==> src/rtl/axi4_lite_pkg.sv <==
// rtl/axi4_lite_pkg.sv - shared AXI4-Lite response codes and arbiter FSM encoding
package axi4_lite_pkg;

    localparam logic [1:0] RESP_OKAY   = 2'b00;
    localparam logic [1:0] RESP_EXOKAY = 2'b01;
    localparam logic [1:0] RESP_SLVERR = 2'b10;
    localparam logic [1:0] RESP_DECERR = 2'b11;

    typedef enum logic [2:0] {
        ST_IDLE  = 3'd0,
        ST_WADDR = 3'd1,
        ST_WRESP = 3'd2,
        ST_RADDR = 3'd3,
        ST_RDATA = 3'd4
    } arb_state_t;

endpackage

==> src/rtl/rr_arbiter2.sv <==
// rtl/rr_arbiter2.sv - two-requester round-robin grant decision (last = 1 means master 1 served last)
module rr_arbiter2 (
    input  logic [1:0] req,
    input  logic       last,
    output logic [1:0] grant
);

    always_comb begin
        grant = 2'b00;
        case (req)
            2'b01:   grant = 2'b01;
            2'b10:   grant = 2'b10;
            2'b11:   grant = last ? 2'b01 : 2'b10;
            default: grant = 2'b00;
        endcase
    end

endmodule

==> src/rtl/axi4_lite_arbiter_2to1.sv <==
// rtl/axi4_lite_arbiter_2to1.sv - two-master to one-slave AXI4-Lite arbiter, one transaction in flight
module axi4_lite_arbiter_2to1
    import axi4_lite_pkg::*;
#(
    parameter int DATA_WIDTH = 32,
    parameter int ADDR_WIDTH = 32,
    parameter int STRB_WIDTH = DATA_WIDTH / 8
) (
    input  logic                  ACLK,
    input  logic                  ARESET,
    input  logic                  S0_AXI_AWVALID,
    input  logic [ADDR_WIDTH-1:0] S0_AXI_AWADDR,
    output logic                  S0_AXI_AWREADY,
    input  logic                  S0_AXI_WVALID,
    input  logic [DATA_WIDTH-1:0] S0_AXI_WDATA,
    input  logic [STRB_WIDTH-1:0] S0_AXI_WSTRB,
    output logic                  S0_AXI_WREADY,
    output logic                  S0_AXI_BVALID,
    output logic [1:0]            S0_AXI_BRESP,
    input  logic                  S0_AXI_BREADY,
    input  logic                  S0_AXI_ARVALID,
    input  logic [ADDR_WIDTH-1:0] S0_AXI_ARADDR,
    output logic                  S0_AXI_ARREADY,
    output logic                  S0_AXI_RVALID,
    output logic [1:0]            S0_AXI_RRESP,
    output logic [DATA_WIDTH-1:0] S0_AXI_RDATA,
    input  logic                  S0_AXI_RREADY,
    input  logic                  S1_AXI_AWVALID,
    input  logic [ADDR_WIDTH-1:0] S1_AXI_AWADDR,
    output logic                  S1_AXI_AWREADY,
    input  logic                  S1_AXI_WVALID,
    input  logic [DATA_WIDTH-1:0] S1_AXI_WDATA,
    input  logic [STRB_WIDTH-1:0] S1_AXI_WSTRB,
    output logic                  S1_AXI_WREADY,
    output logic                  S1_AXI_BVALID,
    output logic [1:0]            S1_AXI_BRESP,
    input  logic                  S1_AXI_BREADY,
    input  logic                  S1_AXI_ARVALID,
    input  logic [ADDR_WIDTH-1:0] S1_AXI_ARADDR,
    output logic                  S1_AXI_ARREADY,
    output logic                  S1_AXI_RVALID,
    output logic [1:0]            S1_AXI_RRESP,
    output logic [DATA_WIDTH-1:0] S1_AXI_RDATA,
    input  logic                  S1_AXI_RREADY,
    output logic                  M_AXI_AWVALID,
    output logic [ADDR_WIDTH-1:0] M_AXI_AWADDR,
    input  logic                  M_AXI_AWREADY,
    output logic                  M_AXI_WVALID,
    output logic [DATA_WIDTH-1:0] M_AXI_WDATA,
    output logic [STRB_WIDTH-1:0] M_AXI_WSTRB,
    input  logic                  M_AXI_WREADY,
    input  logic                  M_AXI_BVALID,
    input  logic [1:0]            M_AXI_BRESP,
    output logic                  M_AXI_BREADY,
    output logic                  M_AXI_ARVALID,
    output logic [ADDR_WIDTH-1:0] M_AXI_ARADDR,
    input  logic                  M_AXI_ARREADY,
    input  logic                  M_AXI_RVALID,
    input  logic [1:0]            M_AXI_RRESP,
    input  logic [DATA_WIDTH-1:0] M_AXI_RDATA,
    output logic                  M_AXI_RREADY,
    output logic [1:0]            GRANT,
    output logic                  BUSY
);

    arb_state_t state, state_next;
    logic [1:0] grant, grant_next;
    logic       last, last_next;
    logic       aw_done, aw_done_next;
    logic       w_done, w_done_next;
    logic [1:0] req, arb_grant;
    logic       sel;
    logic       st_waddr, st_wresp, st_raddr, st_rdata;
    logic       g_awvalid, g_wvalid, g_bready, g_arvalid, g_rready;
    logic       aw_fin, w_fin;

    assign req = {S1_AXI_AWVALID | S1_AXI_ARVALID, S0_AXI_AWVALID | S0_AXI_ARVALID};

    rr_arbiter2 u_rr (
        .req   (req),
        .last  (last),
        .grant (arb_grant)
    );

    assign sel      = grant[1];
    assign st_waddr = (state == ST_WADDR);
    assign st_wresp = (state == ST_WRESP);
    assign st_raddr = (state == ST_RADDR);
    assign st_rdata = (state == ST_RDATA);

    assign g_awvalid = sel ? S1_AXI_AWVALID : S0_AXI_AWVALID;
    assign g_wvalid  = sel ? S1_AXI_WVALID  : S0_AXI_WVALID;
    assign g_bready  = sel ? S1_AXI_BREADY  : S0_AXI_BREADY;
    assign g_arvalid = sel ? S1_AXI_ARVALID : S0_AXI_ARVALID;
    assign g_rready  = sel ? S1_AXI_RREADY  : S0_AXI_RREADY;

    assign M_AXI_AWADDR = sel ? S1_AXI_AWADDR : S0_AXI_AWADDR;
    assign M_AXI_WDATA  = sel ? S1_AXI_WDATA  : S0_AXI_WDATA;
    assign M_AXI_WSTRB  = sel ? S1_AXI_WSTRB  : S0_AXI_WSTRB;
    assign M_AXI_ARADDR = sel ? S1_AXI_ARADDR : S0_AXI_ARADDR;

    // A done flag blocks re-forwarding of a channel whose handshake already happened
    assign M_AXI_AWVALID = st_waddr & g_awvalid & ~aw_done;
    assign M_AXI_WVALID  = st_waddr & g_wvalid & ~w_done;
    assign M_AXI_BREADY  = st_wresp & g_bready;
    assign M_AXI_ARVALID = st_raddr & g_arvalid;
    assign M_AXI_RREADY  = st_rdata & g_rready;

    assign S0_AXI_AWREADY = grant[0] & st_waddr & M_AXI_AWREADY & ~aw_done;
    assign S0_AXI_WREADY  = grant[0] & st_waddr & M_AXI_WREADY & ~w_done;
    assign S0_AXI_BVALID  = grant[0] & st_wresp & M_AXI_BVALID;
    assign S0_AXI_ARREADY = grant[0] & st_raddr & M_AXI_ARREADY;
    assign S0_AXI_RVALID  = grant[0] & st_rdata & M_AXI_RVALID;
    assign S1_AXI_AWREADY = grant[1] & st_waddr & M_AXI_AWREADY & ~aw_done;
    assign S1_AXI_WREADY  = grant[1] & st_waddr & M_AXI_WREADY & ~w_done;
    assign S1_AXI_BVALID  = grant[1] & st_wresp & M_AXI_BVALID;
    assign S1_AXI_ARREADY = grant[1] & st_raddr & M_AXI_ARREADY;
    assign S1_AXI_RVALID  = grant[1] & st_rdata & M_AXI_RVALID;

    assign S0_AXI_BRESP = M_AXI_BRESP;
    assign S1_AXI_BRESP = M_AXI_BRESP;
    assign S0_AXI_RRESP = M_AXI_RRESP;
    assign S1_AXI_RRESP = M_AXI_RRESP;
    assign S0_AXI_RDATA = M_AXI_RDATA;
    assign S1_AXI_RDATA = M_AXI_RDATA;

    assign aw_fin = aw_done | (M_AXI_AWVALID & M_AXI_AWREADY);
    assign w_fin  = w_done | (M_AXI_WVALID & M_AXI_WREADY);

    assign GRANT = grant;
    assign BUSY  = (state != ST_IDLE);

    always_ff @(posedge ACLK or posedge ARESET) begin
        if (ARESET) begin
            state   <= ST_IDLE;
            grant   <= 2'b00;
            last    <= 1'b1;
            aw_done <= 1'b0;
            w_done  <= 1'b0;
        end else begin
            state   <= state_next;
            grant   <= grant_next;
            last    <= last_next;
            aw_done <= aw_done_next;
            w_done  <= w_done_next;
        end
    end

    always_comb begin
        state_next   = state;
        grant_next   = grant;
        last_next    = last;
        aw_done_next = aw_done;
        w_done_next  = w_done;
        case (state)
            ST_IDLE: begin
                grant_next = arb_grant;
                if (arb_grant != 2'b00) begin
                    // Write wins when the granted master offers both AW and AR
                    if (arb_grant[1] ? S1_AXI_AWVALID : S0_AXI_AWVALID)
                        state_next = ST_WADDR;
                    else
                        state_next = ST_RADDR;
                end
            end
            ST_WADDR: begin
                if (aw_fin && w_fin) begin
                    state_next   = ST_WRESP;
                    aw_done_next = 1'b0;
                    w_done_next  = 1'b0;
                end else begin
                    aw_done_next = aw_fin;
                    w_done_next  = w_fin;
                end
            end
            ST_WRESP: begin
                if (M_AXI_BVALID && M_AXI_BREADY) begin
                    state_next = ST_IDLE;
                    grant_next = 2'b00;
                    last_next  = grant[1];
                end
            end
            ST_RADDR: begin
                if (M_AXI_ARVALID && M_AXI_ARREADY)
                    state_next = ST_RDATA;
            end
            ST_RDATA: begin
                if (M_AXI_RVALID && M_AXI_RREADY) begin
                    state_next = ST_IDLE;
                    grant_next = 2'b00;
                    last_next  = grant[1];
                end
            end
            default: begin
                state_next = ST_IDLE;
                grant_next = 2'b00;
            end
        endcase
    end

endmodule

==> config.mk <==
export PLATFORM = sky130hd
export DESIGN_NAME = axi4_lite_arbiter_2to1
export DESIGN_NICKNAME = d
export VERILOG_FILES = /design/src/rtl/axi4_lite_pkg.sv /design/src/rtl/rr_arbiter2.sv /design/src/rtl/axi4_lite_arbiter_2to1.sv
export SDC_FILE = /design/constraint.sdc
export NUM_CORES = 1
export LEC_CHECK = 0
export ABC_AREA = 1
export BUFFER_PORTS_ARGS = -buffer_cell sky130_fd_sc_hd__buf_2
export CAP_MARGIN = 30
export CELL_PAD_IN_SITES_DETAIL_PLACEMENT = 1
export CELL_PAD_IN_SITES_GLOBAL_PLACEMENT = 2
export CORE_AREA = 2 2 174 176
export DETAILED_ROUTE_END_ITERATION = 12
export DIE_AREA = 0 0 176 178
export PLACE_DENSITY = 0.78
export SLEW_MARGIN = 20
export SYNTH_ARGS = -nofsm -noshare
export SYNTH_HDL_FRONTEND = slang
export SYNTH_HIERARCHICAL = 1
export SYNTH_SLANG_ARGS = --single-unit
==> constraint.sdc <==
create_clock -name ACLK -period 1.4 [get_ports ACLK]
set_input_delay 0.28 -clock ACLK [delete_from_list [all_inputs] [get_ports ACLK]]
set_output_delay 0.28 -clock ACLK [all_outputs]
set_load 0.02 [all_outputs]
**After elaboration in Yosys (flattened, before gate mapping)**

Index checks and enable logic that the tools add are counted.

- Memory bits (read-only): 0
- Memories: 0
- Latch bits: 0
- Logic and storage cells: 94
- Bits in registers: 8
- Output and inout port bits: 190
- Bits in writable memories: 0

- Reductions and logical operators: 12
- Magnitude comparators: 0
- Add/sub/neg operators: 0
- Bitwise gates (word level): 38
- $mul: 0
- Div/mod/pow operators: 0
- Mux-type cells: 27
- Shifts and indexed selects: 0
- Equal/unequal tests: 12

Operators with widths:

| cell | number |
|---|---|
| 32-bit 2-to-1 mux | 3 |
| 1-bit bitwise AND | 31 |
| 3-bit 2-to-1 mux | 5 |
| 3-bit one-hot mux with 5 select lines | 1 |
| 1-bit 2-to-1 mux | 10 |
| 2-bit 2-to-1 mux | 4 |
| 2-bit by 1-bit inequality test with 1-bit output, second input constant | 4 |
| 2-bit one-hot mux with 4 select lines | 1 |
| 3-bit by 2-bit equality test with 1-bit output, second input constant | 2 |
| 2-bit one-hot mux with 3 select lines | 1 |
| 3-bit AND reduction | 2 |
| 5-bit AND reduction | 1 |
| 2-bit equality test, second input constant | 2 |
| 1-bit logical AND | 4 |
| 4-bit 2-to-1 mux | 1 |
| 1-bit bitwise OR | 4 |
| 2-bit nonzero test | 2 |
| 3-bit by 1-bit equality test with 1-bit output, second input constant | 1 |
| 3-bit equality test, second input constant | 1 |
| 3-bit zero test | 1 |
| 1-bit NOT | 3 |
| 3-bit nonzero test | 1 |
| 2-bit by 1-bit equality test with 1-bit output, second input constant | 1 |
| 2-bit inequality test, second input constant | 1 |
| other kinds (2) | 2 |

**Depth between registers and ports, before layout**

Gate-level depths: netlist of run 1.

- Word-level depth: 8
- Gate-level depth with buffers: 12

**Cells and area by module**

The synthesis of run 1 kept the hierarchy.

By module, submodules not included:

| module | area each (µm²) | times used | sequential area each (µm²) | cells an instance |
|---|---|---|---|---|
| axi4_lite_arbiter_2to1 | 2549.9 | 1 | 201.4 | 513 |
| rr_arbiter2 | 21.3 | 1 | 0.0 | 5 |

**Worst setup path before layout of run 1**

No wires, ideal clock.

- Kind: reg-to-output
- Start point: register state[0]
- End point: output port S0_AXI_AWREADY
- Stages on the path, launching flop included: 7
- Path slack: -197 ps
- Buffers on the path: 0
- Arrival: 1317 ps
- Data required time: 1120 ps
- Cell sequence: dfrtp_1 > inv_1 > nor2_2 > nand2_2 > clkinv_1 > nand2_1 > nor3_1

- Cells in the longest elaborated chain, start to end: 4

RTL lines:

| what | RTL line | RTL |
|---|---|---|
| start: declaration | axi4_lite_arbiter_2to1.sv:66 | `arb_state_t state, state_next;` |
| start signal: assignment | axi4_lite_arbiter_2to1.sv:141 | `state <= state_next;` |
| 3-bit by 1-bit equality test with 1-bit output | axi4_lite_arbiter_2to1.sv:86 | `assign st_waddr = (state == ST_WADDR);` |
| 1-bit bitwise AND (3 in series) | axi4_lite_arbiter_2to1.sv:109 | `assign S0_AXI_AWREADY = grant[0] & st_waddr & M_AXI_AWREADY & ~aw_done;` |
| end: declaration | axi4_lite_arbiter_2to1.sv:13 | `output logic S0_AXI_AWREADY,` |

Every way passes these cells.

**Final worst setup path of run 1**

- Start point: register state[0]
- End point: output port M_AXI_AWVALID

- Cells in the longest elaborated chain, start to end: 3

RTL lines:

| what | RTL line | RTL |
|---|---|---|
| 3-bit by 1-bit equality test with 1-bit output | axi4_lite_arbiter_2to1.sv:86 |  |
| 1-bit bitwise AND (2 in series) | axi4_lite_arbiter_2to1.sv:103 | `assign M_AXI_AWVALID = st_waddr & g_awvalid & ~aw_done;` |
| end: declaration | axi4_lite_arbiter_2to1.sv:45 | `output logic M_AXI_AWVALID,` |

Every way passes these cells.

==> impl_metrics.tcl, run 1 <==
set metrics [dict create \
    crit_family "flip-flops" \
    dieHeight_um 178 \
    worstPathArrival_ns 1.47 \
    cts.path.max_buffers 2 \
    synth_nets 771 \
    synth_top_family_by_area "simple AND/OR/NAND/NOR gates" \
    core_sq_um 29400 \
    drt_wl_total_um 16740 \
    firstDrtPassIters 4 \
    via_per_inst 3.466 \
    cpPeakStageDelay_ns 0.45 \
    placed_area_sq_um 4566 \
    dpl.hpwl_um 13070 \
    nets 1069 \
    cts_hold_buf 0 \
    synth_area_sq_um 2571 \
    status "finished, violations left" \
    avgSynthCellArea_sq_um 4.964 \
    worst_pin_slew_ns 0.3764 \
    pre_cts_ws_ns -0.1373 \
    dieArea_sq_um 31330 \
    track_usage 0.09265 \
    power.density_nw_per_um2 1967 \
    synth_common_cells "nand2_1 (332), buf_4 (79), inv_1 (25)" \
    violations "negative setup slack" \
    final_cell_area_sq_um 5574 \
    cts.sinks 8 \
    yosys.area_share.adder 0 \
    ys_types 28 \
    via_count 4177 \
    drt_iter0_markers 98 \
    worstSetupEndpointType "output pin" \
    synth_compound_area_frac 0.02774 \
    layout_min_cycle_time_ns 1.754 \
    htree_num_levels 1 \
    rows 63 \
    n_antenna_cell 0 \
    ys_ff_latch 8 \
    numCtsBuffers 3 \
    synth_most_common_cell "nand2_1" \
    synthTopCellsByArea "nand2_1 (48%), buf_4 (23%), dfrtp_1 (6.8%)" \
    max_slew_margin 0.7488 \
    finalSetupViolCount 123 \
    maxCapViolations 0 \
    synth_top_area_share 0.4847 \
    place_congestion 0.7694 \
    cts-root-buf "clkbuf_16" \
    cpMostUsedCell "buf_6" \
    yosys_warnings 6 \
    grt_pass1_wl_um 22980 \
    synth_cells 518 \
    holdCritPathClass "primary input to asynchronous set/reset pin" \
    yosysSeqAreaShare 0.07835 \
    synth_top_area_cell "nand2_1" \
    cp.required_ns 1.12 \
    crit_path_top_delay_cell "dfrtp_2" \
    initial_core_util 0.08745 \
    async_flop_share 1.000 \
    post-place-cells 1181 \
    area.growth.synth_to_final_pct 116.8 \
    fin_ws_ns -0.3542 \
    insertion_delay_ns 0.24 \
    die_w_um 176 \
    io_pins 443 \
    synth-edff-count 0 \
    ir_drop_v 0.0005847 \
    drc 0 \
    grt_setup_unrepaired "true" \
    drive_gt1_frac 0.6675 \
    drv_slew 0 \
    fillers 3699 \
    critPathMaxFanout 6 \
    cp-start-kind "flop" \
    leakagePower_uw 0.003229 \
    synthSimpleGateAreaFrac 0.5908 \
    fmax_mhz 570.0 \
    grt_pass1_vias 4326 \
    path_cells "inv_2 -> nor2_4 -> nand2_4 -> buf_6 -> nor3_4 -> buf_6" \
    path_class "flop to output pin" \
    grt_overflow_total 0 \
    fin_cells 1205 \
    final.period_utilization 1.253 \
    antenna_found_initial 1 \
    routedWlPerCell_um 13.89 \
    port_buffers 334 \
    synthXorXnorAreaFrac 0 \
    crit_buf_inv 3 \
    drtAntennaViolNets 0 \
    hold_viol_final 0 \
    grt_max_degree 33 \
    synth.mux.area_fraction 0 \
    cts_tree "done" \
    clock_skew_ns 0.005472 \
    synthFlopType "dfrtp_1" \
    clk_pin_slew_ns 0.04 \
]
[layer usage]
metal | GRT usage | vias up | routed length [um]
met1 | 0.1111 | 1862 | 6430
met4 | 0.02824 | 0 | 370
met3 | 0.02451 | 38 | 1290
li1 | - | 2069 | -
met5 | 0 | - | 0
met2 | 0.1617 | 208 | 8647
[flip-flops by register name, indices dropped and copies added, names as in the netlist]
| name | flops |
|---|---|
| state | 3 |
| GRANT | 2 |
| aw_done | 1 |
| last | 1 |
| w_done | 1 |
[power by group]
group,switching (uW),total (uW),internal (uW)
clock,136,518,382
sequential,214,560,346
combinational,5600,9890,4290
total,5950,11000,5010
[worst paths after layout]
| path | from | endpoint | slack (ns) | depth (start not counted) |
|---|---|---|---|---|
| min in group ACLK | M_AXI_AWREADY | aw_done | 0.33 | 3 |
| max reg2reg | GRANT[1] | state[1] | -0.20 | 9 |
| max in group asynchronous | ARESET | last | 1.08 | 2 |
| min | ARESET | GRANT[1] | 0.01 | 2 |
| min reg2reg | last | last | 0.51 | 2 |
| max | state[0] | M_AXI_AWVALID | -0.35 | 6 |
[stage by stage]
stage	setup TNS [ns]	hold WS [ns]	utilization	power, uW
finish	-35.82	0.01018	0.1896	10970
global route	-42.92	0.04021	0.1896	11770
CTS	-34.50	0.02617	0.1733	9851
detailed placement	-6.985	0.2800	0.1553	8023
floorplan	-5.373	0.09494	-	5363
global placement	-4.883	0.2773	0.1553	7947
[final cells by class]
type | count | area (sq um) | area share
repair buffers | 389 | 2646 | 0.4747
flip-flops and latches | 8 | 207.7 | 0.03726
clock buffers | 4 | 78.83 | 0.01414
inverters | 27 | 121.4 | 0.02177
repair inverters | 1 | 8.758 | 0.001571
multi-input cells | 386 | 2023 | 0.3630
well taps | 390 | 488.0 | 0.08754
[what timing repair did]
| action | CTS | global route |
|---|---|---|
| setup buffers | 6 | 13 |
| gates resized for setup | 125 | 106 |
| endpoints found under the hold margin | 0 | 0 |
| setup endpoints to repair | 122 | 125 |
| cloned | 2 | 3 |
| pin swaps | 3 | 21 |
[placed cells by master, fill, tap and decap left out, types with 5 or more instances in the layout]
master and instances:
nor3_4 8, inv_1 18, nand2_4 10, nor3_2 7, nand2_1 236, buf_4 83
buf_2 249, inv_2 6, clkbuf_16 5, nand2_2 97, buf_6 45
[kinds of logic after synthesis]
logic type	Yosys count
compound gates	11
simple gates	375
buf+inv	124
flops	8
Note: power is estimated with default switching activity, not from simulation.
==> run 2: changes to the inputs <==
Settings changed: PLACE_DENSITY 0.78 to unset, PLACE_DENSITY_LB_ADDON set to 0.1.
==> impl_metrics.tcl, run 2 (synthesis results as in run 1) <==
set metrics [dict create \
    grt_setup_unrepaired "true" \
    top_register "state" \
    drv_slew 0 \
    combinationalPowerShare 0.922 \
    dieArea_sq_um 31330 \
    critPathMaxFanout 5 \
    holdCritPathClass "primary input to asynchronous set/reset pin" \
    cts_tree "done" \
    initial_core_util 0.08745 \
    numCtsBuffers 3 \
    max_slew_margin 0.7438 \
    drive_gt1_frac 0.7764 \
    grt_max_degree 31 \
    status "finished, violations left" \
    final_cell_area_sq_um 6417 \
    via_count 4231 \
    dpl.hpwl_um 14150 \
    violations "negative setup slack" \
    hold_viol_final 0 \
    layout_min_cycle_time_ns 1.745 \
    place_congestion 0.7489 \
    power.density_nw_per_um2 2025 \
    clockPowerShare 0.039 \
    via_per_inst 3.511 \
    worstSetupEndpointType "output pin" \
    fmax_mhz 573.0 \
    dieHeight_um 178 \
    cp.required_ns 1.12 \
    track_usage 0.1037 \
    wl_met1_um 6881 \
    pre_cts_ws_ns -0.1567 \
    routedWlPerCell_um 15.34 \
    path_cells "inv_1 -> nor2_2 -> nand2_2 -> inv_4 -> nand2_4 -> nor3_4 -> buf_6" \
    cts.path.max_buffers 2 \
    firstDrtPassIters 4 \
    grt_overflow_total 0 \
    finalSetupViolCount 124 \
    drt_iter0_markers 63 \
    fin_setup_tns_ns -33.44 \
    clock_skew_ns 0.0007722 \
    cts.sinks 8 \
    crit_path_top_delay_cell "dfrtp_1" \
    drtAntennaViolNets 0 \
    power_uw 13000 \
    seq_power_share 0.039 \
    core_sq_um 29400 \
    cts-root-buf "clkbuf_16" \
    p_sw_uw 6714 \
    mostFrequentLayoutCell "buf_2" \
    final.period_utilization 1.247 \
    port_buffers 334 \
    nets 1068 \
    placed_area_sq_um 4563 \
    dr_wl_met2_um 10060 \
    power.internal_uw 6281 \
    leakagePower_uw 0.003572 \
    worstPathArrival_ns 1.47 \
    grt_pass1_vias 4540 \
    path_class "flop to output pin" \
    area.growth.synth_to_final_pct 149.6 \
    drt_wl_total_um 18480 \
    top_layer "met4" \
    ir_drop_v 0.0005770 \
    cpPeakStageDelay_ns 0.42 \
    mostFrequentLayoutCells "buf_2 (224), nand2_2 (149), nand2_1 (141)" \
    htree_num_levels 1 \
    largest_reg_flops 3 \
    io_pins 443 \
    cp-start-kind "flop" \
    met3_length_um 1208 \
    worst_pin_slew_ns 0.3839 \
    drc 0 \
    fin_ws_ns -0.3451 \
    antenna_found_initial 1 \
    sw_frac_of_total 0.5167 \
    clk_pin_slew_ns 0.04 \
    grt_pass1_wl_um 25350 \
    insertion_delay_ns 0.23 \
    maxCapViolations 0 \
    cts_hold_buf 0 \
    die_w_um 176 \
    rows 63 \
]
==> run 2: changes by cell type in the layout (fill, tap and decap cells not counted), moves of 3 or more <==
cell	before	now
inv_2	6	3
buf_16	4	8
buf_2	249	224
buf_6	45	86
nand2_1	236	141
nand2_2	97	149
buf_12	4	9
inv_1	18	22
clkbuf_16	5	9
nand2_4	10	53
buf_4	83	54
==> run 2: metrics by stage <==
stage | hold slack, ns | instances | utilization
finish | 0.02540 | 1205 | 0.2183
global route | 0.05628 | 1205 | 0.2183
CTS | 0.04038 | 1191 | 0.1818
detailed placement | 0.2906 | 1174 | 0.1552
global placement | 0.2812 | 1174 | 0.1552
floorplan | 0.09494 | 518 | -
==> run 2: metal layers <==
metal / track usage / vias to the layer above
met5: 0 / -
met4: 0.02548 / 0
met3: 0.02430 / 31
met2: 0.1987 / 180
met1: 0.1148 / 1940
li1: - / 2080
==> run 2: timing repair <==
action / in CTS / in global routing
gates cloned: 5 / 8
endpoints found under the setup margin: 121 / 124
resized for setup: 159 / 273
pin swaps: 14 / 43
setup buffers: 8 / 5
==> run 2: path summary, 6_finish.rpt <==
path / slack [ns] / cells past startpoint / endpoint / from
min in group ACLK: 0.33 / 3 / state[2] / M_AXI_ARREADY
max in group asynchronous: 1.06 / 2 / last / ARESET
hold / removal: 0.03 / 2 / GRANT[1] / ARESET
setup reg to reg: -0.10 / 9 / state[1] / state[0]
setup / recovery: -0.35 / 7 / S1_AXI_WREADY / state[0]
hold reg to reg: 0.52 / 2 / last / last
==> run 2: power by group through the flow <==
stage | combinational, uW | clock (uW) | sequential [uW]
floorplan | 4940 | 0 | 425
global placement | 7780 | 0 | 454
detailed placement | 7790 | 0 | 456
CTS | 9800 | 529 | 481
global route | 12900 | 536 | 527
finish | 12000 | 509 | 510
==> run 2: area by class of cell <==
cell class,count,area [sq um]
fillers,3664,22980
diodes,1,2.502
flip-flops and latches,8,206.4
repair buffers,389,3075
clock buffers,4,78.83
inverters,27,116.4
multi-input cells,386,2450
well taps,390,488.0
==> run 2: worst max-delay path, delay by kind of cell, from the launching register on <==
family	cells	cell delay, ns
buf+inv	3	0.32
simple gates	4	0.49
flops	1	0.42
